File: src/rtl/vx_mem_req_tracker.sv
// vx_mem_req_tracker: outstanding-read slot table between a core memory
// port and the cache. Swaps core tags for slot indices and restores them.
// Ports: clk, reset (async, active high); core_req_* in / core_req_ready out;
// mem_req_* out / mem_req_ready in; mem_rsp_* in / mem_rsp_ready out;
// core_rsp_* out / core_rsp_ready in; pending, busy, err_unmatched status;
// perf_reads/perf_writes/perf_latency counters.
// Optional feature macro: MEM_TRACKER_PERF_EN (perf counters built when set).
module vx_mem_req_tracker #(
    parameter int ADDR_WIDTH  = 32,
    parameter int DATA_WIDTH  = 64,
    parameter int TAG_WIDTH   = 8,
    parameter int MAX_PENDING = 8,
    parameter int CTR_BITS    = 44,
    localparam int SLOT_W     = $clog2(MAX_PENDING)
) (
    input  logic                    clk,
    input  logic                    reset,

    input  logic                    core_req_valid,
    input  logic                    core_req_rw,
    input  logic [ADDR_WIDTH-1:0]   core_req_addr,
    input  logic [DATA_WIDTH-1:0]   core_req_data,
    input  logic [DATA_WIDTH/8-1:0] core_req_byteen,
    input  logic [TAG_WIDTH-1:0]    core_req_tag,
    output logic                    core_req_ready,

    output logic                    mem_req_valid,
    output logic                    mem_req_rw,
    output logic [ADDR_WIDTH-1:0]   mem_req_addr,
    output logic [DATA_WIDTH-1:0]   mem_req_data,
    output logic [DATA_WIDTH/8-1:0] mem_req_byteen,
    output logic [SLOT_W-1:0]       mem_req_tag,
    input  logic                    mem_req_ready,

    input  logic                    mem_rsp_valid,
    input  logic [DATA_WIDTH-1:0]   mem_rsp_data,
    input  logic [SLOT_W-1:0]       mem_rsp_tag,
    output logic                    mem_rsp_ready,

    output logic                    core_rsp_valid,
    output logic [DATA_WIDTH-1:0]   core_rsp_data,
    output logic [TAG_WIDTH-1:0]    core_rsp_tag,
    input  logic                    core_rsp_ready,

    output logic [SLOT_W:0]         pending,
    output logic                    busy,
    output logic                    err_unmatched,

    output logic [CTR_BITS-1:0]     perf_reads,
    output logic [CTR_BITS-1:0]     perf_writes,
    output logic [CTR_BITS-1:0]     perf_latency
);

    localparam logic [SLOT_W:0] PEND_ONE = 1;

    logic [MAX_PENDING-1:0] free_mask;
    logic [TAG_WIDTH-1:0]   tag_table [MAX_PENDING];
    logic [SLOT_W:0]        pending_q;
    logic                   err_q;

    logic                   has_free;
    logic                   req_ok;
    logic                   read_fire;
    logic                   rsp_fire;
    logic                   rsp_hit;
    logic                   rsp_miss;
    logic [SLOT_W-1:0]      alloc_slot;

    assign has_free = |free_mask;
    // Writes never occupy a slot, so only reads are gated by a full table.
    assign req_ok   = core_req_rw || has_free;

    assign mem_req_valid  = core_req_valid && req_ok;
    assign core_req_ready = mem_req_ready && req_ok;
    assign mem_req_rw     = core_req_rw;
    assign mem_req_addr   = core_req_addr;
    assign mem_req_data   = core_req_data;
    assign mem_req_byteen = core_req_byteen;
    assign mem_req_tag    = core_req_rw ? '0 : alloc_slot;

    // Lowest free slot; scanning downward lets the lowest index win.
    always_comb begin
        alloc_slot = '0;
        for (int i = MAX_PENDING - 1; i >= 0; i--) begin
            if (free_mask[i]) begin
                alloc_slot = SLOT_W'(i);
            end
        end
    end

    assign read_fire = core_req_valid && core_req_ready && !core_req_rw;
    assign rsp_fire  = mem_rsp_valid && core_rsp_ready;
    assign rsp_hit   = rsp_fire && !free_mask[mem_rsp_tag];
    assign rsp_miss  = rsp_fire && free_mask[mem_rsp_tag];

    assign mem_rsp_ready  = core_rsp_ready;
    assign core_rsp_valid = mem_rsp_valid;
    assign core_rsp_data  = mem_rsp_data;
    assign core_rsp_tag   = tag_table[mem_rsp_tag];

    // The allocated slot is free and a hit slot is busy, so the two
    // updates below never touch the same bit in one cycle.
    always_ff @(posedge clk or posedge reset) begin
        if (reset) begin
            free_mask <= '1;
            pending_q <= '0;
            err_q     <= 1'b0;
        end else begin
            if (read_fire) begin
                free_mask[alloc_slot] <= 1'b0;
            end
            if (rsp_hit) begin
                free_mask[mem_rsp_tag] <= 1'b1;
            end
            if (read_fire && !rsp_hit) begin
                pending_q <= pending_q + PEND_ONE;
            end else if (!read_fire && rsp_hit) begin
                pending_q <= pending_q - PEND_ONE;
            end
            if (rsp_miss) begin
                err_q <= 1'b1;
            end
        end
    end

    // Tag storage is pure data; stale entries are harmless and left as-is.
    always_ff @(posedge clk) begin
        if (read_fire) begin
            tag_table[alloc_slot] <= core_req_tag;
        end
    end

    assign pending       = pending_q;
    assign busy          = (pending_q != '0);
    assign err_unmatched = err_q;

`ifdef MEM_TRACKER_PERF_EN
    logic                write_fire;
    logic [CTR_BITS-1:0] reads_q;
    logic [CTR_BITS-1:0] writes_q;
    logic [CTR_BITS-1:0] latency_q;

    assign write_fire = core_req_valid && core_req_ready && core_req_rw;

    // Summing occupancy every cycle yields total read latency in cycles.
    always_ff @(posedge clk or posedge reset) begin
        if (reset) begin
            reads_q   <= '0;
            writes_q  <= '0;
            latency_q <= '0;
        end else begin
            reads_q   <= reads_q + CTR_BITS'(read_fire);
            writes_q  <= writes_q + CTR_BITS'(write_fire);
            latency_q <= latency_q + CTR_BITS'(pending_q);
        end
    end

    assign perf_reads   = reads_q;
    assign perf_writes  = writes_q;
    assign perf_latency = latency_q;
`else
    assign perf_reads   = '0;
    assign perf_writes  = '0;
    assign perf_latency = '0;
`endif

endmodule

File: config.mk
export PLATFORM = sky130hd
export DESIGN_NAME = vx_mem_req_tracker
export DESIGN_NICKNAME = d
export VERILOG_FILES = /design/src/rtl/vx_mem_req_tracker.sv
export SDC_FILE = /design/constraint.sdc
export NUM_CORES = 1
export LEC_CHECK = 0
export ABC_CLOCK_PERIOD_IN_PS = 3300
export CAP_MARGIN = 10
export CORE_AREA = 2 2 199 201
export CTS_BUF_LIST = sky130_fd_sc_hd__clkbuf_16
export CTS_CLUSTER_SIZE = 10
export DETAILED_ROUTE_END_ITERATION = 12
export DIE_AREA = 0 0 201 203
export GPL_TIMING_DRIVEN = 0
export PLACE_DENSITY = 0.44
export SLEW_MARGIN = 5
export SYNTH_ARGS = -nofsm -noshare
export SYNTH_HDL_FRONTEND = slang
export SYNTH_SLANG_ARGS = --single-unit
File: constraint.sdc
create_clock -name clk -period 3.3 [get_ports clk]
set_clock_uncertainty 0.15 [all_clocks]
set_input_delay 0.66 -clock clk [delete_from_list [all_inputs] [get_ports clk]]
set_output_delay 0.66 -clock clk [all_outputs]
set_load 0.01 [all_outputs]
==> out/qor.yml <==
min_to: "free_mask[4]"
cts_sinks: 77
drtIter0Drc: 250
hold_class: "flop to flop"
drv_slew: 0
fp-row-count: 72
layout-drive-gt1-share_pct: 44.2
power_leakage_nw: 4.05
timing.rr.end: "pending[3]"
overflow: 0
routabilityCongestion: 0.747
antenna_left: 0
holdBufCountCts: 0
synth.area.top_cells: "buf_4 40%, edfxtp_1 34%, mux4_2 6.8%"
dr_total_vias: 4097
netlist_area_sq_um: 5650
nets: 1042
synth-seq-cells: 77
vdd_drop_max_v: 0.000247
grtUsageTotal_pct: 7.84
syn_avg_cell_area_sq_um: 11.3
die_area_sq_um: 40800
drv_cap: 0
r2r_cells: 11
hold_viol: 0
rsz0062_at_grt: "no"
layout_common_cells: "308 x buf_4, 203 x clkdlybuf4s50_1, 132 x conb_1"
placed_area_sq_um: 8880
worst_slew_pin_slew_ns: 0.939
setup_ws_ns: 0.112
coreArea_sq_um: 38500
max_freq_ghz: 0.314
die_h_um: 203
crit_fanout: 10
relSlewSlack_pct: 37.0
clk_pin_slew_ns: 0.06
hpwl_um: 14700
period_share_pct: 96.6
htree_levels: 3
finalSetupViolCount: 0
yosys_most_used_dff: "edfxtp_1"
cp-end-kind: "output pin"
cp-start-kind: "primary input"
avgViaCountPerCell: 2.98
yosysTopAreaCellShare_pct: 40.3
grt_max_degree: 15
antenna-diode-count: 0
synth_cells: 501
cts.path.max_buffers: 2
clockRootBuffer: "clkbuf_16"
async_flop_share_pct: 16.9
cts_tree: "done"
pre_cts_ws_ns: -0.570
ys_warn_count: 0
ys_types: 47
grt_pass1_vias: 3875
wl_um: 17700
timing.reg2reg.setup_slack_ns: 0.23
drcViolationCount: 0
power_w: 0.00348
ios: 508
cp.arrival_ns: 2.38
fin_crit_ns: 3.19
area_growth_pct: 63.4
worstSkewPairLatency_ns: 0.34
hold_depth: 2
stdcell_area_sq_um: 9230
status: "completed"
power.density_nw_per_um2: 377
layout_commonest_cell: "buf_4"
ys_seq_area_share_pct: 39.9
die_x_um: 201
worstHoldStart: "free_mask[4]"
initial_core_util_pct: 14.7
crit_type: "primary input to output pin"
r2r_start: "free_mask[0]"
antenna_found_initial: 0
grt_pass1_wl_um: 24400
synth_enable_flop_cells: 64
portBuffers: 205
numCtsBuffers: 9
drt_pass1_iterations: 4
post_drt_wl_per_cell_um: 12.9
cp.required_ns: 2.49
yosysTopAreaCell: "buf_4"
-- synth_stat cells, types with 2 or more instances --
master    instances
a21o_1            4
a22o_1            3
a31oi_1           2
a32o_1            3
and2_1            3
and3_1            2
buf_2             2
buf_4           303
buf_6             3
clkbuf_1          2
dfrtp_1           5
dfstp_2           8
edfxtp_1         64
ha_1              3
inv_1             6
mux2_2           11
mux2i_1           2
mux4_2           17
nand2_1           8
nand3_1           4
nor2_1           10
nor3_1            5
nor3b_1           2
nor4_1            3
o21ai_0           3
xnor2_1           2
-- state kept, by name, indices dropped and copies added (netlist names) --
name,count
err_unmatched,1
free_mask,8
pending,4
tag_table,64
-- critical path, stage by stage --
cell             delay (ns)
buf_6                  0.17
buf_6                  0.22
mux4_2                 0.52
mux2_2                 0.31
clkdlybuf4s50_1        0.49
-- layout make-up --
cell class | instances | area (sq um)
multi-input cells | 238 | 1600
well taps | 518 | 648
clock inverters | 7 | 47.5
repair buffers | 210 | 2090
fillers | 4086 | 29200
inverters | 6 | 22.5
plain buffers | 310 | 2340
clock buffers | 9 | 225
flip-flops and latches | 77 | 2260
-- where the power goes --
group,switching (W),internal [W]
Combinational,0.000551,0.000732
Sequential,0.000111,0.00117
Clock,0.000401,0.000510
-- how the worst max path moves through the flow --
stage               cells past startpoint              end  slack [ns]            from
global placement                        6  core_rsp_tag[2]       -0.59  mem_rsp_tag[1]
global route                            5  core_rsp_tag[0]        0.02  mem_rsp_tag[0]
finish                                  5  core_rsp_tag[4]        0.11  mem_rsp_tag[0]
floorplan                              12       pending[3]      0.0008  mem_rsp_tag[2]
detailed placement                     11       pending[3]       -0.57     core_req_rw
CTS                                     5  core_rsp_tag[4]        0.07  mem_rsp_tag[0]
-- stage by stage --
stage / utilization (%) / TNS [ns] / std cells / hold slack (ns)
floorplan: - / 0 / 632 / 0.321
global placement: 23.0 / -10.48 / 1355 / 0.347
finish: 24.0 / 0 / 1375 / 0.356
detailed placement: 23.1 / -4.53 / 1356 / 0.347
global route: 24.0 / 0 / 1375 / 0.383
CTS: 23.9 / 0 / 1375 / 0.357
-- what timing repair did --
item	CTS	global route
gates resized for setup	10	3
pin swaps	0	0
endpoints found under the setup margin	9	1
buffers inserted	3	1
-- logic make-up (layout without fill, tap and decap cells) --
| logic type | after synthesis | count (layout) | synth area share, % |
|---|---|---|---|
| compound gates | 24 | 24 | 3.21 |
| xor+xnor | 2 | 2 | 0.310 |
| fa+ha+maj | 4 | 4 | 1.02 |
| buf+inv | 317 | 542 | 41.7 |
| flops | 77 | 77 | 39.9 |
| mux | 30 | 30 | 9.32 |
| other cells | 1 | 132 | 0.0664 |
| simple gates | 46 | 46 | 4.47 |
-- per-layer routing --
metal	up-vias	wire (um)	global-route usage, %
li1	1978	-	-
met1	1911	6900	9.32
met2	201	9600	14.3
met3	7	1130	1.78
met4	0	103	1.75
met5	-	0	0
No activity file was read; power rests on OpenSTA's default activity.
